**src/rtl/josh_pkg.sv**
```systemverilog
// Shared constants, FSM state type and packed-bus indexing helper for the
// sprite render engine.
package josh_pkg;

    localparam int SCREEN_W_DEF = 160;
    localparam int SCREEN_H_DEF = 120;

    localparam logic [2:0] BLACK = 3'd0;
    localparam logic [2:0] WHITE = 3'd7;

    typedef enum logic [2:0] {
        IDLE,
        LATCH,
        ERASE,
        DRAW,
        FINISH
    } state_t;

    // LSB position of field idx in a bus of equal-width packed fields
    function automatic int field_lsb(input int idx, input int width);
        return idx * width;
    endfunction

endpackage

```
**src/rtl/rect_scanner.sv**
```systemverilog
// Row-major rectangle walker: dx runs fastest, then dy. Reports the screen
// position of the current step, whether it lies on screen, and the last step.
module rect_scanner #(
    parameter int X_W      = 8,
    parameter int Y_W      = 7,
    parameter int SCREEN_W = 160,
    parameter int SCREEN_H = 120
) (
    input  logic           clk,
    input  logic           resetn,
    input  logic           clear,
    input  logic           step,
    input  logic [X_W-1:0] base_x,
    input  logic [Y_W-1:0] base_y,
    input  logic [X_W-1:0] w,
    input  logic [Y_W-1:0] h,
    output logic [X_W-1:0] px,
    output logic [Y_W-1:0] py,
    output logic           in_bounds,
    output logic           last
);

    localparam logic [X_W:0] X_LIM = (X_W+1)'(SCREEN_W);
    localparam logic [Y_W:0] Y_LIM = (Y_W+1)'(SCREEN_H);

    logic [X_W-1:0] dx;
    logic [Y_W-1:0] dy;
    logic [X_W:0]   px_full;
    logic [Y_W:0]   py_full;
    logic           row_end;

    // One extra bit so objects hanging off the right/bottom edge do not wrap
    assign px_full   = {1'b0, base_x} + {1'b0, dx};
    assign py_full   = {1'b0, base_y} + {1'b0, dy};
    assign px        = px_full[X_W-1:0];
    assign py        = py_full[Y_W-1:0];
    assign in_bounds = (px_full < X_LIM) && (py_full < Y_LIM);
    assign row_end   = (dx == w - X_W'(1));
    assign last      = row_end && (dy == h - Y_W'(1));

    always_ff @(posedge clk) begin
        if (!resetn || clear) begin
            dx <= '0;
            dy <= '0;
        end else if (step) begin
            if (row_end) begin
                dx <= '0;
                dy <= dy + Y_W'(1);
            end else begin
                dx <= dx + X_W'(1);
            end
        end
    end

endmodule

```
**src/rtl/sprite_render_engine.sv**
```systemverilog
// Multi-object frame renderer feeding the VGA plot port: erase old rectangles,
// draw new ones, one position per cycle. Build with FULL_CLEAR_EN to replace
// the per-object erase with a full-screen background scan.
module sprite_render_engine
    import josh_pkg::*;
#(
    parameter int SCREEN_W = SCREEN_W_DEF,
    parameter int SCREEN_H = SCREEN_H_DEF,
    parameter int X_W      = 8,
    parameter int Y_W      = 7,
    parameter int COLOUR_W = 3,
    parameter int NUM_OBJ  = 4
) (
    input  logic                         clk,
    input  logic                         resetn,
    input  logic                         start,
    input  logic [NUM_OBJ-1:0]           obj_en,
    input  logic [NUM_OBJ*X_W-1:0]       obj_x,
    input  logic [NUM_OBJ*Y_W-1:0]       obj_y,
    input  logic [NUM_OBJ*X_W-1:0]       obj_w,
    input  logic [NUM_OBJ*Y_W-1:0]       obj_h,
    input  logic [NUM_OBJ*COLOUR_W-1:0]  obj_colour,
    input  logic [COLOUR_W-1:0]          bg_colour,
    output logic                         plot,
    output logic [X_W-1:0]               x,
    output logic [Y_W-1:0]               y,
    output logic [COLOUR_W-1:0]          colour,
    output logic                         busy,
    output logic                         done
);

    localparam int IDX_W = (NUM_OBJ > 1) ? $clog2(NUM_OBJ) : 1;

    state_t state, state_n;
    logic [IDX_W-1:0] idx, idx_n;

    logic [NUM_OBJ-1:0]          cur_en;
    logic [NUM_OBJ*X_W-1:0]      cur_x, cur_w;
    logic [NUM_OBJ*Y_W-1:0]      cur_y, cur_h;
    logic [NUM_OBJ*COLOUR_W-1:0] cur_c;
    logic [COLOUR_W-1:0]         cur_bg;
`ifndef FULL_CLEAR_EN
    logic [NUM_OBJ-1:0]          prev_en;
    logic [NUM_OBJ*X_W-1:0]      prev_x, prev_w;
    logic [NUM_OBJ*Y_W-1:0]      prev_y, prev_h;
`endif

    logic                sel_en, ent_live, ent_final;
    logic [X_W-1:0]      sel_x, sel_w;
    logic [Y_W-1:0]      sel_y, sel_h;
    logic [COLOUR_W-1:0] pix_colour;
    logic                sc_clear, sc_step, sc_in_bounds, sc_last, pix_vld;
    logic [X_W-1:0]      sc_px;
    logic [Y_W-1:0]      sc_py;

    assign busy = (state != IDLE);
    assign done = (state == FINISH);

    // Current entry: erase walks the previous frame (or the whole screen),
    // draw walks this frame's snapshot.
    always_comb begin
        sel_en     = cur_en[idx];
        sel_x      = cur_x[field_lsb(int'(idx), X_W) +: X_W];
        sel_y      = cur_y[field_lsb(int'(idx), Y_W) +: Y_W];
        sel_w      = cur_w[field_lsb(int'(idx), X_W) +: X_W];
        sel_h      = cur_h[field_lsb(int'(idx), Y_W) +: Y_W];
        pix_colour = cur_c[field_lsb(int'(idx), COLOUR_W) +: COLOUR_W];
        ent_final  = (idx == IDX_W'(NUM_OBJ - 1));
        if (state == ERASE) begin
            pix_colour = cur_bg;
`ifdef FULL_CLEAR_EN
            sel_en    = 1'b1;
            sel_x     = '0;
            sel_y     = '0;
            sel_w     = X_W'(SCREEN_W);
            sel_h     = Y_W'(SCREEN_H);
            ent_final = 1'b1;
`else
            sel_en = prev_en[idx];
            sel_x  = prev_x[field_lsb(int'(idx), X_W) +: X_W];
            sel_y  = prev_y[field_lsb(int'(idx), Y_W) +: Y_W];
            sel_w  = prev_w[field_lsb(int'(idx), X_W) +: X_W];
            sel_h  = prev_h[field_lsb(int'(idx), Y_W) +: Y_W];
`endif
        end
        ent_live = sel_en && (sel_w != '0) && (sel_h != '0);
    end

    rect_scanner #(
        .X_W      (X_W),
        .Y_W      (Y_W),
        .SCREEN_W (SCREEN_W),
        .SCREEN_H (SCREEN_H)
    ) u_scan (
        .clk       (clk),
        .resetn    (resetn),
        .clear     (sc_clear),
        .step      (sc_step),
        .base_x    (sel_x),
        .base_y    (sel_y),
        .w         (sel_w),
        .h         (sel_h),
        .px        (sc_px),
        .py        (sc_py),
        .in_bounds (sc_in_bounds),
        .last      (sc_last)
    );

    always_ff @(posedge clk) begin
        if (!resetn) state <= IDLE;
        else         state <= state_n;
    end

    always_comb begin
        state_n  = state;
        idx_n    = idx;
        sc_clear = 1'b0;
        sc_step  = 1'b0;
        pix_vld  = 1'b0;
        case (state)
            IDLE: begin
                sc_clear = 1'b1;
                if (start) state_n = LATCH;
            end
            LATCH: begin
                sc_clear = 1'b1;
                idx_n    = '0;
                state_n  = ERASE;
            end
            ERASE, DRAW: begin
                pix_vld = ent_live && sc_in_bounds;
                // Skipped entries still burn one cycle
                if (!ent_live || sc_last) begin
                    sc_clear = 1'b1;
                    if (ent_final) begin
                        idx_n   = '0;
                        state_n = (state == ERASE) ? DRAW : FINISH;
                    end else begin
                        idx_n = idx + IDX_W'(1);
                    end
                end else begin
                    sc_step = 1'b1;
                end
            end
            FINISH: begin
                sc_clear = 1'b1;
                state_n  = IDLE;
            end
            default: state_n = IDLE;
        endcase
    end

    always_ff @(posedge clk) begin
        if (!resetn) begin
            idx    <= '0;
            plot   <= 1'b0;
            x      <= '0;
            y      <= '0;
            colour <= COLOUR_W'(BLACK);
`ifndef FULL_CLEAR_EN
            prev_en <= '0;
`endif
        end else begin
            idx  <= idx_n;
            plot <= pix_vld;
            if (pix_vld) begin
                x      <= sc_px;
                y      <= sc_py;
                colour <= pix_colour;
            end
`ifndef FULL_CLEAR_EN
            if (state == FINISH) prev_en <= cur_en;
`endif
        end
    end

    always_ff @(posedge clk) begin
        if (state == LATCH) begin
            cur_en <= obj_en;
            cur_x  <= obj_x;
            cur_y  <= obj_y;
            cur_w  <= obj_w;
            cur_h  <= obj_h;
            cur_c  <= obj_colour;
            cur_bg <= bg_colour;
        end
`ifndef FULL_CLEAR_EN
        if (state == FINISH) begin
            prev_x <= cur_x;
            prev_y <= cur_y;
            prev_w <= cur_w;
            prev_h <= cur_h;
        end
`endif
    end

endmodule

```
**config.mk**
```make
export PLATFORM = sky130hd
export DESIGN_NAME = sprite_render_engine
export DESIGN_NICKNAME = d
export VERILOG_FILES = /design/src/rtl/josh_pkg.sv /design/src/rtl/rect_scanner.sv /design/src/rtl/sprite_render_engine.sv
export SDC_FILE = /design/constraint.sdc
export NUM_CORES = 1
export LEC_CHECK = 0
export CORE_MARGIN = 4
export CORE_UTILIZATION = 25
export DETAILED_ROUTE_END_ITERATION = 8
export PLACE_DENSITY = 0.52
export SETUP_SLACK_MARGIN = 0.5
export SLEW_MARGIN = 20
export SYNTH_ARGS = -nofsm -noshare
export SYNTH_HDL_FRONTEND = slang
export SYNTH_SLANG_ARGS = --single-unit
```
**constraint.sdc**
```tcl
create_clock -name clk -period 22.3 [get_ports clk]
set_input_delay 3.345 -clock clk [delete_from_list [all_inputs] [get_ports clk]]
set_output_delay 3.345 -clock clk [all_outputs]
set_load 0.02 [all_outputs]
```
==> flow_summary.ini <==
[clock_tree]
clkTransAtPathRegs_ns = 0.06
ctsResizeCount = 0
clock-sinks = 302
clockBufferDepth = 3
h-tree-depth = 2
root_buffer = clkbuf_16
numCtsBuffers = 37
hold_buffers = 0
post_cts_buffers = 0
clock_latency_ns = 0.54
cts_tree = yes

[worst_setup_path]
crit_end = done
max_stage_delay_ns = 0.75
critPathLaunchType = flip-flop
critical_path_class = flip-flop to primary output
r2r-start = state[0]
r2r-end = y[5]
reg2reg_setup_slack_ns = 16.84
slowest_stage = clkdlybuf4s50_1
required_ns = 18.95
cp_num_cells = 3
endpoint_kind = primary output
crit_buf_inv = 2
critical_path.cell_chain = inv_1, nor3_2, clkdlybuf4s50_1
critPathTopFamily = buffers and inverters
worstRegToRegCells = 17
path_max_fanout = 6
crit_path_start = state[2]
crit_arrival_ns = 2.49

[sta]
skew_ns = 0.0123
worstMarginPinSlew_ns = 0.991
hold_viol = 0
drv_slew = 0
fmax_mhz = 171
setup_tns_ns = 0
slew_headroom_pct = 33.5
grt_setup_unrepaired = no
fin_crit_ns = 5.83
post-route-period-util_pct = 26.2
setup_viol = 0

[grt]
grt_usage_pct = 11.3
grt_max_degree = 83
antenna_found_initial = 0
grt_pass1_vias = 7584
overflow = 0
grt_pass1_wl_um = 46500

[floorplanning]
die_area_um2 = 54900
die_h_um = 234
initial_core_util_pct = 25.4
core-area_um2 = 50400
die_w_um = 234
rows = 82
ios = 163

[synth]
syn-cell-area_um2 = 12800
yosys.area.top_type_share_pct = 60.8
synth_nets = 933
avgSynthCellArea_um2 = 16.7
ys_seq_elements = 302
synth.area.top_cells = edfxtp_1 (61%), mux4_2 (9.5%), dfxtp_1 (6.7%)
yosysTopAreaCell = edfxtp_1
synth.distinct_cells = 58
yosysSeqAreaShare_pct = 67.5
syn_inst = 768
synth_warnings = 0

[power]
finalPower_w = 0.00184
vdd_drop_max_mv = 0.0486
power_density_nw_per_um2 = 112
leakage_nw = 5.32

[route]
wl_um = 30900
drt_iter0_drc = 515
vias_per_cell = 4.33
vias = 7114
drtAntennaViolNets = 0
dr.pass1.iters = 5
wl_per_cell_um = 18.8
drc_errors = 0

[place]
port-buffer-count = 162
hpwl_um = 21600
placed_cells = 1576
gp_congestion = 0.786

[cells_and_area]
layout-drive-gt1-share_pct = 16.2
final_cell_mix = edfxtp_1 (259), clkdlybuf4s50_1 (162), mux2i_1 (65)
layout_commonest_cell = edfxtp_1
syn2layout_area_growth_pct = 28.3
layout.nets = 1108
fin_cells = 1644
nFillCells = 4822
diodes = 0

[status]
outcome = finished, final reports clean

[min_path]
worstHoldPathType = flip-flop to flip-flop

[flow_run]
drv_cap = 0
## sequential cells by signal, summed over array words and instances (netlist names), 12 cells and up
name,cells
cur_w,32
cur_x,32
prev_w,32
prev_x,32
cur_h,28
cur_y,28
prev_h,28
prev_y,28
cur_c,12
## metrics by stage
step / hold WS (ns) / setup WS, ns / utilization [%] / cell area, um^2
3_3_place_gp: 0.427 / 16.90 / 30.1 / 15200
4_1_cts: 0.443 / 16.41 / 32.6 / 16400
2_1_floorplan: 0.418 / 9.58 / - / 12800
3_5_place_dp: 0.431 / 16.70 / 30.1 / 15200
5_1_grt: 0.456 / 16.32 / 32.6 / 16400
6_report: 0.440 / 16.47 / 32.6 / 16400
## where the power goes
part | internal (W) | total [W] | switching, W | leakage (nW)
registers | 0.000733 | 0.000778 | 0.0000452 | 2.72
logic | 0.000208 | 0.000466 | 0.000258 | 2.00
clock network | 0.000356 | 0.000599 | 0.000243 | 0.591
## metal layers
layer  up-vias  GRT usage, %  routed length [um]
li1       3366             -                   -
met1      3562          14.7               13400
met2       139          18.9               15300
met3        47          2.11                1360
met4         0          4.05                 716
met5         -             0                   0
## logic make-up (layout without fill, tap and decap cells)
kind of cell             Yosys count  count (layout)  share of synthesized area [%]
AO/OA/AOI/OAI                     78              78                           4.25
multiplexers                     136             136                           16.2
AND/OR/NAND/NOR                  138             138                           5.29
XOR/XNOR                          36              36                           2.46
buffers and inverters             55             259                           1.93
flip-flops                       302             302                           67.5
adder cells (fa/ha/maj)           23              23                           2.37
## final cells by class
| class | count | area (um^2) | area share (%) |
|---|---|---|---|
| Clock inverter | 27 | 238 | 1.45 |
| Clock buffer | 41 | 983 | 5.99 |
| Timing Repair Buffer | 171 | 1690 | 10.3 |
| Tap cell | 672 | 841 | 5.12 |
| Multi-Input combinational cell | 411 | 3930 | 24.0 |
| Sequential cell | 302 | 8640 | 52.7 |
| Inverter | 20 | 80.1 | 0.488 |
## cells in the mapped netlist (all sizes together)
master   number
inv          19
buf          22
a21oi        22
mux2         16
or3           6
a211oi        6
and4          3
or4           5
o221a         1
o2111ai       4
a21o          3
xor2          9
nand3        15
dfxtp        43
a32o          1
nand2        33
o31ai         5
clkbuf       13
a211o         1
edfxtp      259
nor3         11
o22ai         3
ha           21
or2           5
a2111oi       2
nand4         2
a311oi        3
o211ai        5
clkinv        1
nor4          2
mux2i        66
nand2b        2
or3b          1
o21ai        15
o21bai        3
xnor2        27
and2          5
a21boi        2
nor3b         2
a41oi         1
mux4         54
nor2         42
fa            2
nor2b         4
o21a          1
## worst min path at each step
stage / startpoint / to / slack (ns) / cells past startpoint
after floorplan: cur_w[3] / prev_w[3] / 0.42 / 0
after global placement: cur_x[7] / prev_x[7] / 0.43 / 0
after detailed placement: cur_w[19] / prev_w[19] / 0.43 / 0
after CTS: cur_h[27] / prev_h[27] / 0.44 / 0
after global routing: cur_h[25] / prev_h[25] / 0.46 / 0
final: cur_h[27] / prev_h[27] / 0.44 / 0
Power figures use the tool's default switching activity.
